--- src/rtl/lsu_pkg.sv ---
// lsu_pkg: state encoding, access sizes and RAM bound shared by the load/store unit.
package lsu_pkg;

    typedef enum logic [1:0] {
        LSU_IDLE,
        LSU_ACCESS,
        LSU_WAIT,
        LSU_DONE
    } lsu_state_e;

    localparam logic [2:0]  SIZE_BYTE     = 3'd1;
    localparam logic [2:0]  SIZE_WORD     = 3'd2;
    localparam logic [11:0] RAM_LAST_ADDR = 12'hFFF;

    // A word's second byte must still fall inside the 4 KiB RAM window.
    function automatic logic lsu_legal(input logic [2:0] size, input logic [11:0] addr);
        return size == SIZE_BYTE || (size == SIZE_WORD && addr != RAM_LAST_ADDR);
    endfunction

endpackage

--- src/rtl/lsu_extend.sv ---
// lsu_extend: widens RAM read data to 16 bits for byte or word loads.
// LSU_SIGN_EXT_EN enables sign extension of signed byte loads; otherwise bytes are zero-extended.
module lsu_extend
    import lsu_pkg::*;
(
    input  logic [15:0] raw_i,
    input  logic [2:0]  size_i,
    input  logic        signed_i,
    output logic [15:0] ext_o
);

    logic fill;

`ifdef LSU_SIGN_EXT_EN
    assign fill = signed_i & raw_i[7];
`else
    logic unused_signed;
    assign unused_signed = signed_i;
    assign fill = 1'b0;
`endif

    assign ext_o = size_i == SIZE_WORD ? raw_i : {{8{fill}}, raw_i[7:0]};

endmodule

--- src/rtl/lsu.sv ---
// lsu: single-outstanding load/store unit between the core and the byte-addressed data RAM.
// Build option LSU_SIGN_EXT_EN (handled in lsu_extend) enables sign-extended byte loads.
module lsu
    import lsu_pkg::*;
(
    input  logic        I_clk,
    input  logic        I_reset,
    input  logic        I_req,
    input  logic        I_write,
    input  logic [2:0]  I_size,
    input  logic        I_signed,
    input  logic [15:0] I_addr,
    input  logic [15:0] I_data,
    output logic        O_ready,
    output logic        O_done,
    output logic        O_error,
    output logic [15:0] O_data,
    output logic        O_ram_enable,
    output logic [2:0]  O_ram_size,
    output logic        O_ram_write,
    output logic [15:0] O_ram_addr,
    output logic [15:0] O_ram_data,
    input  logic [15:0] I_ram_data
);

    lsu_state_e  state_q;
    logic        ready_q, done_q, error_q, enable_q;
    logic        write_q, signed_q;
    logic [2:0]  size_q;
    logic [15:0] addr_q, wdata_q, rdata_q;
    logic [15:0] ext_data;

    lsu_extend u_extend (
        .raw_i    (I_ram_data),
        .size_i   (size_q),
        .signed_i (signed_q),
        .ext_o    (ext_data)
    );

    always_ff @(posedge I_clk) begin
        if (I_reset) begin
            state_q  <= LSU_IDLE;
            ready_q  <= 1'b1;
            done_q   <= 1'b0;
            error_q  <= 1'b0;
            enable_q <= 1'b0;
            write_q  <= 1'b0;
            signed_q <= 1'b0;
            size_q   <= 3'd0;
            addr_q   <= 16'd0;
            wdata_q  <= 16'd0;
            rdata_q  <= 16'd0;
        end else begin
            case (state_q)
                LSU_IDLE: if (I_req) begin
                    write_q  <= I_write;
                    size_q   <= I_size;
                    signed_q <= I_signed;
                    addr_q   <= I_addr;
                    wdata_q  <= I_data;
                    ready_q  <= 1'b0;
                    if (lsu_legal(I_size, I_addr[11:0])) begin
                        state_q  <= LSU_ACCESS;
                        enable_q <= 1'b1;
                    end else begin
                        state_q <= LSU_DONE;
                        done_q  <= 1'b1;
                        error_q <= 1'b1;
                    end
                end
                LSU_ACCESS: begin
                    enable_q <= 1'b0;
                    state_q  <= write_q ? LSU_DONE : LSU_WAIT;
                    done_q   <= write_q;
                end
                LSU_WAIT: begin
                    rdata_q <= ext_data;
                    state_q <= LSU_DONE;
                    done_q  <= 1'b1;
                end
                default: begin
                    done_q  <= 1'b0;
                    error_q <= 1'b0;
                    ready_q <= 1'b1;
                    state_q <= LSU_IDLE;
                end
            endcase
        end
    end

    assign O_ready      = ready_q;
    assign O_done       = done_q;
    assign O_error      = error_q;
    assign O_data       = rdata_q;
    assign O_ram_enable = enable_q;
    assign O_ram_size   = size_q;
    assign O_ram_write  = write_q;
    assign O_ram_addr   = addr_q;
    assign O_ram_data   = wdata_q;

endmodule
--- config.mk ---
export PLATFORM = sky130hd
export DESIGN_NAME = lsu
export DESIGN_NICKNAME = d
export VERILOG_FILES = /design/src/rtl/lsu_pkg.sv /design/src/rtl/lsu_extend.sv /design/src/rtl/lsu.sv
export SDC_FILE = /design/constraint.sdc
export NUM_CORES = 1
export LEC_CHECK = 0
export ABC_AREA = 1
export ABC_CLOCK_PERIOD_IN_PS = 3000
export CORE_MARGIN = 5
export CORE_UTILIZATION = 42
export DETAILED_ROUTE_END_ITERATION = 7
export PLACE_DENSITY = 0.92
export SLEW_MARGIN = 20
export SYNTH_ARGS = -nofsm -noshare
export SYNTH_HDL_FRONTEND = slang
export SYNTH_SLANG_ARGS = --single-unit
export TNS_END_PERCENT = 30
--- constraint.sdc ---
create_clock -name I_clk -period 3 [get_ports I_clk]
set_input_delay 0.6 -clock I_clk [delete_from_list [all_inputs] [get_ports I_clk]]
set_output_delay 0.6 -clock I_clk [all_outputs]
set_load 0.05 [all_outputs]
== Word level (Yosys, flattened, before mapping) ==
Index checks and enable logic that the tools add are counted.
Word-level totals
  register bits: 58
  bits of input ports: 56
  output and inout bits: 56
Operators by class
  equal/unequal tests: 9
  muxes and demuxes: 14
  bitwise logic cells: 1
  reductions and logical operators: 10
Operators by type and width (count)
  $mux W16: 1
  $ne A12 B12 Y1 const B: 1
  $eq A3 B2 Y1 const B: 2
  $mux W1: 6
  $ne A2 B2 Y1 const B: 3
  $pmux W1 S2: 3
  $pmux W2 S3: 1
  $reduce_and A2 Y1: 3
  $reduce_and A3 Y1: 2
  $mux W2: 2
  $eq A3 B1 Y1 const B: 1
  $pmux W1 S3: 1
  $eq A2 B1 Y1 const B: 1
  $eq A2 B2 Y1 const B: 1
  $logic_not A2 Y1: 1
  $reduce_bool A2 Y1: 1
  $reduce_or A2 Y1: 1
  $logic_and A1 B1 Y1: 1
  $logic_or A1 B1 Y1: 1
  $not A1 Y1: 1

== Depth between registers and ports, before layout ==
Gate-level depths: netlist of the first run.
  word-level depth: 6
  mapped depth: 9
  gate-level depth less buffers: 9

== Modules after synthesis ==
A second synthesis of the first run with hierarchy kept.
Second synthesis, totals
  cell total of the unflattened synthesis: 314
  area total of the unflattened synthesis: 2341.0 µm²
By module, submodules not included
  lsu: times used 1, cells an instance 287, area each 2195.9 µm², seq. area each 1181.1 µm²
  lsu_extend: times used 1, cells an instance 27, area each 145.1 µm², seq. area each 0.0 µm²

== Worst setup path after synthesis of the first run ==
No wires, ideal clock.
  path kind: register -> register
  start point: reg state_q[0]
  end point: reg size_q[2] (netlist: O_ram_size[2])
  data arrival time: 1205 ps
  required time: 2884 ps
  setup slack: 1679 ps
  cell stages (with the launch flop): 9
  path buffers: 2
  period minus slack after synthesis: 1321 ps
  cells stage by stage: dfxtp_1 > inv_1 > ha_1 > nand2_2 > inv_2 > buf_6 > buf_6 > nor2_1 > nor2_1
Between the ends
  cells in the longest elaborated chain, start to end: 2
Ends and longest elaborated chain
  from (decl): RTL line lsu.sv:26  | lsu_state_e state_q;
  from (signal assigned): RTL line lsu.sv:73  | state_q <= write_q ? LSU_DONE : LSU_WAIT;
  $logic_not A2 Y1: RTL line lsu.sv:54  | case (state_q)
  $reduce_and A2 Y1 (no source line)
  to (signal assigned): RTL line lsu.sv:57  | size_q <= I_size;
  to (decl): RTL line lsu.sv:29  | logic [2:0] size_q;
Every way passes these cells.
A chain may end at the register's enable or synchronous reset.

== Worst setup path after layout of the first run ==
  start point: reg size_q[2] (netlist: O_ram_size[2])
  end point: out O_ram_size[2]
RTL lines
  to (decl): RTL line lsu.sv:19  | output logic [2:0] O_ram_size,
No word-level cell between the ends.

==> reports/qor.yml, run 1 <==
outcome:
  status: "finished, final reports clean"
hold_path:
  holdCritStartpoint: "O_ready$_SDFFE_PP1P_"
  min_path_type: "register to register"
  hold_path_depth: 2
  min_to: "O_ready$_SDFFE_PP1P_"
critical_path:
  crit_buf_inv: 1
  crit_family: "buffers and inverters"
  cp.arrival_ns: 1.53
  reg2reg_to: "O_ram_enable$_SDFFE_PP0P_"
  start_kind: "register"
  r2r_slack_ns: 1.30
  path_cells: "clkdlybuf4s50_1"
  path_max_fanout: 3
  worst-path-stages: 1
  cp_slowest_stage_delay_ns: 0.83
  crit_type: "register to output pin"
  rr_worst_depth: 8
  r2r-start: "state_q[0]$_SDFFE_PP0N_"
  crit_path_start: "O_ram_size[2]$_SDFFE_PP0P_"
  crit_slowest_cell: "clkdlybuf4s50_1"
  worstSetupEndpointType: "output pin"
  worstPathRequired_ns: 2.40
route:
  drt_wl_total_mm: 6.40
  drt_iter0_markers: 94
  postRouteAntennaNets: 0
  drt_pre_antenna_iters: 4
  drc_errors: 0
  avgViaCountPerCell: 4.83
  vias: 2256
  routedWlPerCell_um: 13.7
synth:
  synth_fp_nets: 346
  netlist_area_sq_um: 2180
  async_reset_ff_share_pct: 0
  ys.flop_type: "dfxtp_1"
  synth_edf_count: 0
  synth_cells: 286
  avgSynthCellArea_sq_um: 7.64
  synth-seq-area-share_pct: 53.2
  synth_cell_type_count: 23
  ys_warn_count: 0
  synth_seq_cells: 58
die:
  core_area_sq_um: 5070
  dieHeight_um: 82.1
  io_pins: 112
  dieArea_sq_um: 6740
  row_count: 26
  initial_core_util_pct: 43.0
  fp.dieW_um: 82.1
clocking:
  ctsHoldBuffers: 0
  cts.reportedPaths.clkPinSlew_ns: 0.06
  htreeDepth: 3
  cts_buffers: 9
  clockRootBuffer: "clkbuf_8"
  clock_tree.buffer_depth: 2
  cts_sinks: 58
  postCtsSetupBuffers: 0
  cts_resized: 0
  cts_tree: "done"
  insertion_delay_ns: 0.32
grt:
  grt_first_pass_wirelength_mm: 10.0
  grt_pass1_vias: 2248
  grt_start_max_net_pins: 40
  grt_overflow: 0
  antenna_found_initial: 0
  grt_use_total_pct: 19.7
sta:
  hold_viol: 0
  rsz0062_at_grt: "false"
  relSlewSlack_pct: 55.8
  min_period_ns: 2.13
  fmax_ghz: 0.470
  worst_pin_slew_ns: 0.663
  finClkSkew_ns: 0.00634
  min_period_over_period_pct: 70.9
  tns_ns: 0
  setup_viol: 0
  slew_violations: 0
pwr:
  finalPower_mw: 3.81
  p_per_area_nw_per_um2: 1100
  p_leak_nw: 1.39
  irDropWorstVdd_uv: 522
job:
  drv_cap: 0
final_layout:
  most-common-layout-cells: "clkdlybuf4s50_1, nor2_1, dfxtp_1"
  post-route-util_pct: 68.5
  design_area_sq_um: 3470
  syn_to_final_growth_pct: 59.0
  layout-drive-gt1-share_pct: 5.29
  nets: 456
  final_common_cell: "clkdlybuf4s50_1"
  num_antenna_cells: 0
placement:
  dpl-instance-area_sq_um: 3330
  gp_congestion: 0.806
  hpwl_mm: 4.73
  placement.io_buffers: 110
[power breakdown]
group	leakage [nW]	switching (mW)	total [mW]	internal [mW]
clock	0.0770	0.260	0.562	0.302
sequential	0.479	0.132	1.16	1.03
combinational	0.829	1.41	2.09	0.675
total	1.39	1.81	3.81	2.01
[synth_stat cells (2+ instances only)]
master	count	area share [%]
a21oi_1	12	2.7
buf_2	2	0.46
buf_6	2	1.0
clkbuf_1	9	1.5
dfxtp_1	58	53
ha_1	4	2.3
inv_1	5	0.86
inv_2	3	0.52
nand2_1	28	4.8
nand3_1	4	0.92
nor2_1	97	17
o21ai_0	51	12
[per-stage QoR]
stage	instances	hold WS [ns]	worst slack [ns]
after floorplan	286	0.501	1.68
after global placement	455	0.432	0.875
after detailed placement	455	0.445	0.805
after CTS	467	0.456	0.855
after global routing	467	0.504	0.824
final	467	0.448	0.874
[state kept, by name, summed over array words and instances (netlist names)]
| register | cells |
|---|---|
| O_done | 1 |
| O_ready | 1 |
| state_q | 2 |
| O_error | 1 |
| O_ram_data | 16 |
| O_ram_addr | 16 |
| O_data | 16 |
| O_ram_size | 3 |
| O_ram_enable | 1 |
| O_ram_write | 1 |
[worst reg2reg max path, cell delays in order (launching register included)]
cell and delay (ns):
dfxtp_1 0.32, inv_1 0.09, ha_1 0.28, nand2_2 0.09
inv_2 0.49, nand2_1 0.13, nand2_1 0.08, nand2_1 0.04
nor2_1 0.10
[how the worst max path moves through the flow]
stage / to / slack [ns]
after global routing: O_ram_size[1] / 0.82
after detailed placement: O_ram_enable$_SDFFE_PP0P_ / 0.80
after global placement: O_ram_enable$_SDFFE_PP0P_ / 0.87
final: O_ram_size[2] / 0.87
after CTS: O_ram_size[2] / 0.85
after floorplan: O_ram_size[2]$_SDFFE_PP0P_ / 1.68
[area by class of cell]
class                      instances  area [sq um]
fill                             430          1600
clock inverter                     1          5.00
inverter                           8          30.0
clock buffer                      11           141
multi-input combinational        205           918
sequential                        58          1160
tap                               70          87.6
timing repair buffer             114          1130
[cells by family after synthesis]
family	synth area share (%)
and+or+nand+nor	24.1
adders and majority gates	2.29
buffers and inverters	4.81
AOI/OAI and AO/OA	15.6
DFF	53.1
[per-layer routing]
metal,up-vias,wire length [um],global-route usage [%]
li1,1137,-,-
met1,1014,2440,19.7
met2,100,3060,34.7
met3,5,865,10.7
met4,0,35,6.31
met5,-,0,0
(Power assumes the default switching activity.)
==> run 2, diff against run 1 <==
ABC_CLOCK_PERIOD_IN_PS = 1900   (was 3000)
CORE_UTILIZATION = 35   (was 42)
PLACE_DENSITY = 0.83   (was 0.92)
clock period = 1.9 ns   (was 3 ns; I/O delays follow)
==> run 2 against run 1 <==
Critical endpoint is now O_ram_addr[15]; via count decreased by 1.6%; power grew 68%; sequential power up 58%; hold slack improved by 0.0033 ns; register-to-register slack got worse by 0.93 ns; non-clock buffer count up 2; final cell count rose by 2.4%.
==> reports/qor.yml, run 2 (synthesis results as in run 1) <==
outcome:
  status: "finished, final reports clean"
critical_path:
  path_max_fanout: 2
  cp_slowest_stage_delay_ns: 0.81
  start_kind: "register"
  crit_slowest_cell: "clkdlybuf4s50_1"
  crit_buf_inv: 1
  r2r_slack_ns: 0.37
  rr_worst_depth: 7
  worstPathRequired_ns: 1.52
  crit_type: "register to output pin"
  cp.arrival_ns: 1.48
  path_cells: "clkdlybuf4s50_1"
  worstSetupEndpointType: "output pin"
  crit_family: "buffers and inverters"
  r2r-start: "state_q[0]$_SDFFE_PP0N_"
  reg2reg_to: "O_ram_size[1]$_SDFFE_PP0P_"
route:
  avgViaCountPerCell: 4.64
  drt_iter0_markers: 92
  route.met3.wl_um: 732
  drt_wl_total_mm: 6.22
  routedWlPerCell_um: 13.0
  drc_errors: 0
  drt_pre_antenna_iters: 4
  route.met2.wl_mm: 2.91
  routedLengthMet1_mm: 2.48
  dr.max_layer_used: "met4"
  postRouteAntennaNets: 0
  vias: 2219
hold_path:
  hold_path_depth: 2
  holdCritStartpoint: "O_ready$_SDFFE_PP1P_"
  min_to: "O_ready$_SDFFE_PP1P_"
  min_path_type: "register to register"
pwr:
  pwr-share-clk_pct: 20.0
  cellInternalPower_mw: 3.46
  combPwrFrac_pct: 51.3
  p_per_area_nw_per_um2: 1750
  irDropWorstVdd_uv: 1120
  seq_power_share_pct: 28.6
  finalPower_mw: 6.40
  power_switching_share_pct: 45.9
  p_sw_mw: 2.93
  p_leak_nw: 1.95
final_layout:
  final_cells: 478
  num_antenna_cells: 0
  layout-drive-gt1-share_pct: 9.18
  syn_to_final_growth_pct: 66.9
  most-common-layout-cells: "nor2_1, clkdlybuf4s50_1, dfxtp_1"
  design_area_sq_um: 3650
  nets: 458
  final_common_cell: "nor2_1"
  post-route-util_pct: 60.9
clocking:
  insertion_delay_ns: 0.33
  cts_tree: "done"
  postCtsSetupBuffers: 0
  clock_tree.buffer_depth: 2
  cts_buffers: 9
  clockRootBuffer: "clkbuf_8"
  cts_sinks: 58
  cts.reportedPaths.clkPinSlew_ns: 0.07
  htreeDepth: 3
sta:
  min_period_ns: 1.86
  slew_violations: 0
  tns_ns: 0
  finClkSkew_ns: 0.00613
  rsz0062_at_grt: "false"
  min_period_over_period_pct: 97.8
  hold_viol: 0
  setup_viol: 0
  worst_pin_slew_ns: 0.551
  fmax_ghz: 0.538
  relSlewSlack_pct: 63.1
die:
  dieArea_sq_um: 7920
  core_area_sq_um: 5990
  initial_core_util_pct: 36.5
  row_count: 28
  fp.dieW_um: 89.0
  io_pins: 112
  dieHeight_um: 89.0
grt:
  grt_pass1_vias: 2197
  grt_start_max_net_pins: 37
  grt_first_pass_wirelength_mm: 9.88
  antenna_found_initial: 0
  grt_overflow: 0
  grt_use_total_pct: 16.0
placement:
  dp.cells: 462
  hpwl_mm: 4.59
  placement.io_buffers: 110
  gp_congestion: 0.773
  dpl-instance-area_sq_um: 3340
job:
  drv_cap: 0
-- run 2: cell types whose count changed in the layout (fill, tap and decap cells not counted) --
cell / delta
buf_12: +1
buf_4: +10
bufinv_16: +2
clkbuf_1: -1
clkdlybuf4s50_1: -41
clkinvlp_4: +2
dlymetal6s2s_1: +32
inv_6: +1
-- run 2: worst max path at each step --
stage	endpoint	from	slack, ns	depth (start not counted)
3_3_place_gp	O_ram_size[1]$_SDFFE_PP0P_	I_req	0.16	6
5_1_grt	O_ram_addr[8]	O_ram_addr[8]$_SDFFE_PP0P_	0.0003	1
4_1_cts	O_ram_addr[7]	O_ram_addr[7]$_SDFFE_PP0P_	0.007	1
3_5_place_dp	O_ram_data[5]$_SDFFE_PP0P_	I_req	0.09	5
2_1_floorplan	O_ram_size[2]$_SDFFE_PP0P_	state_q[0]$_SDFFE_PP0N_	0.58	8
6_report	O_ram_addr[15]	O_ram_addr[15]$_SDFFE_PP0P_	0.04	1
-- run 2: cell type report --
| class | instances | area (sq um) |
|---|---|---|
| Fill cell | 515 | 2340 |
| Timing Repair Buffer | 116 | 1220 |
| Sequential cell | 58 | 1160 |
| Multi-Input combinational cell | 205 | 918 |
| Clock buffer | 10 | 138 |
| Tap cell | 75 | 93.8 |
| Clock inverter | 6 | 88.8 |
| Inverter | 8 | 30.0 |
-- run 2: routing by layer --
| metal | track usage [%] | up-vias |
|---|---|---|
| li1 | - | 1142 |
| met1 | 17.4 | 983 |
| met2 | 26.9 | 83 |
| met3 | 8.20 | 11 |
| met4 | 5.55 | 0 |
| met5 | 0 | - |
-- run 2: power by group through the flow --
| stage | clock [mW] | sequential [mW] | combinational [mW] |
|---|---|---|---|
| 2_1_floorplan | 0 | 3.19 | 0.899 |
| 3_3_place_gp | 0 | 1.84 | 3.27 |
| 3_5_place_dp | 0 | 1.87 | 3.32 |
| 4_1_cts | 1.31 | 1.84 | 3.33 |
| 5_1_grt | 1.37 | 1.89 | 3.52 |
| 6_report | 1.28 | 1.83 | 3.28 |
-- run 2: what timing repair did --
action | CTS | global route
endpoints found under the setup margin | 0 | 32
gates resized for setup | 0 | 32
hold buffers | 0 | 0
-- run 2: metrics by stage --
step	hold slack (ns)	setup WS (ns)
after CTS	0.451	0.00747
after detailed placement	0.439	0.0900
after global placement	0.436	0.155
after global routing	0.501	0.000314
after floorplan	0.452	0.579
final	0.451	0.0414
==> run 3, diff against run 2 <==
ABC_AREA = not set   (was 1)
CORE_UTILIZATION = 37   (was 35)
PLACE_DENSITY = 0.84   (was 0.83)
SYNTH_HIERARCHICAL = 1   (was not set)
==> run 3 against run 2 <==
Sequential cell count unchanged; hold slack got worse by 0.011 ns; largest cell class unchanged; utilization decreased by 2.2 points; critical path depth unchanged; critical endpoint is now O_data[8]; area after synthesis increased by 10%; highest routed layer unchanged; setup slack improved by 0.0016 ns; clock skew about the same; final cell count decreased by 1.7%; largest power group unchanged.
==> reports/qor.yml, run 3 <==
clocking:
  clockRootBuffer: "clkbuf_8"
  postCtsSetupBuffers: 0
  htreeDepth: 3
  cts_sinks: 58
  insertion_delay_ns: 0.32
  ctsHoldBuffers: 0
  cts_tree: "done"
  cts.reportedPaths.clkPinSlew_ns: 0.07
  clock_tree.buffer_depth: 2
  cts_buffers: 9
pwr:
  finalPower_mw: 4.77
  seq_power_share_pct: 33.8
  p_sw_mw: 2.00
  p_per_area_nw_per_um2: 1280
  power_switching_share_pct: 41.9
  irDropWorstVdd_uv: 718
  cellInternalPower_mw: 2.77
  pwr-share-clk_pct: 20.5
  p_leak_nw: 1.49
  combPwrFrac_pct: 45.6
placement:
  gp_congestion: 0.787
  hpwl_mm: 4.96
  placement.io_buffers: 110
  dp.cells: 455
  pre_cts_slack_ns: -0.145
die:
  dieHeight_um: 90.7
  dieArea_sq_um: 8230
  row_count: 29
  initial_core_util_pct: 38.0
  core_area_sq_um: 6350
  fp.dieW_um: 90.7
  io_pins: 112
outcome:
  status: "finished, final reports clean"
sta:
  rsz0062_at_grt: "false"
  min_period_ns: 1.86
  setup_viol: 0
  hold_viol: 0
  final.hold.worst_slack_ns: 0.441
  slew_violations: 0
  setup_slack_ns: 0.0430
  worst_pin_slew_ns: 0.524
  finClkSkew_ns: 0.00576
  min_period_over_period_pct: 97.7
  fmax_ghz: 0.539
  relSlewSlack_pct: 65.0
critical_path:
  path_max_fanout: 2
  reg2reg_to: "O_done$_SDFFE_PP0P_"
  crit_slowest_cell: "clkdlybuf4s50_1"
  crit_family: "buffers and inverters"
  r2r_slack_ns: 0.27
  path_cells: "clkdlybuf4s50_1"
  worstSetupEndpointType: "output pin"
  cp_slowest_stage_delay_ns: 0.81
  cp.arrival_ns: 1.48
  rr_worst_depth: 5
  worstPathRequired_ns: 1.52
  crit_buf_inv: 1
  crit_type: "register to output pin"
  r2r-start: "state_q[0]$_SDFFE_PP0N_"
  start_kind: "register"
final_layout:
  final_cells: 470
  num_antenna_cells: 0
  syn_to_final_growth_pct: 54.7
  post-route-util_pct: 58.7
  nets: 449
  final_common_cell: "clkdlybuf4s50_1"
  most-common-layout-cells: "clkdlybuf4s50_1, nand2_1, dfxtp_1"
  layout-drive-gt1-share_pct: 12.7
grt:
  grt_use_total_pct: 15.8
  grt_first_pass_wirelength_mm: 10.7
  antenna_found_initial: 0
  grt_start_max_net_pins: 37
  grt_pass1_vias: 2281
  grt_overflow: 0
route:
  vias: 2322
  drt_wl_total_mm: 6.65
  avgViaCountPerCell: 4.94
  drt_iter0_markers: 137
  routedWlPerCell_um: 14.2
  drc_errors: 0
  drt_pre_antenna_iters: 5
  postRouteAntennaNets: 0
hold_path:
  min_to: "state_q[0]$_SDFFE_PP0N_"
  holdCritStartpoint: "I_reset"
  hold_path_depth: 2
  min_path_type: "input port to register"
synth:
  ys_warn_count: 6
  synth_cells: 280
  synth_fp_nets: 340
  netlist_area_sq_um: 2410
  avgSynthCellArea_sq_um: 8.61
job:
  drv_cap: 0
[run 3: worst max path at each step]
stage / cells after the start / startpoint / to / slack (ns)
2_1_floorplan: 6 / state_q[0]$_SDFFE_PP0N_ / O_done$_SDFFE_PP0P_ / 0.43
3_3_place_gp: 5 / I_addr[10] / O_done$_SDFFE_PP0P_ / -0.13
3_5_place_dp: 5 / I_addr[10] / O_done$_SDFFE_PP0P_ / -0.14
4_1_cts: 1 / O_data[10]$_SDFFE_PP0P_ / O_data[10] / 0.02
5_1_grt: 1 / O_ram_data[1]$_SDFFE_PP0P_ / O_ram_data[1] / 0.0007
6_report: 1 / O_data[8]$_SDFFE_PP0P_ / O_data[8] / 0.04
[run 3: what timing repair did]
action	4_1_cts	5_1_grt
gates cloned	0	0
setup endpoints to repair	1	4
gates resized for setup	1	4
[run 3: metrics by stage]
step                      TNS (ns)  area [sq um]
final                            0          3730
after global routing             0          3730
after CTS                        0          3720
after detailed placement    -0.315          3550
after global placement      -0.268          3550
after floorplan                  0          2410
[run 3: layout make-up]
class	instances	area, sq um
clock buffer	12	155
clock inverter	3	15.0
fill	575	2620
inverter	6	22.5
multi-input combinational	191	1090
sequential	58	1160
tap	77	96.3
timing repair buffer	123	1190
[run 3: power groups by stage]
stage | registers [mW] | logic (mW) | clock network, mW
after floorplan | 2.39 | 0.698 | 0
after global placement | 1.63 | 2.16 | 0
after detailed placement | 1.64 | 2.19 | 0
after CTS | 1.62 | 2.20 | 1.01
after global routing | 1.65 | 2.32 | 1.06
final | 1.61 | 2.18 | 0.979
[run 3: routing by layer]
| metal | vias up | GRT usage [%] | share of wire, % |
|---|---|---|---|
| met3 | 12 | 5.83 | 9.3 |
| met4 | 0 | 7.07 | 1.8 |
| met2 | 86 | 26.3 | 49 |
| li1 | 1152 | - | - |
| met5 | - | 0 | 0 |
| met1 | 1072 | 17.8 | 40 |
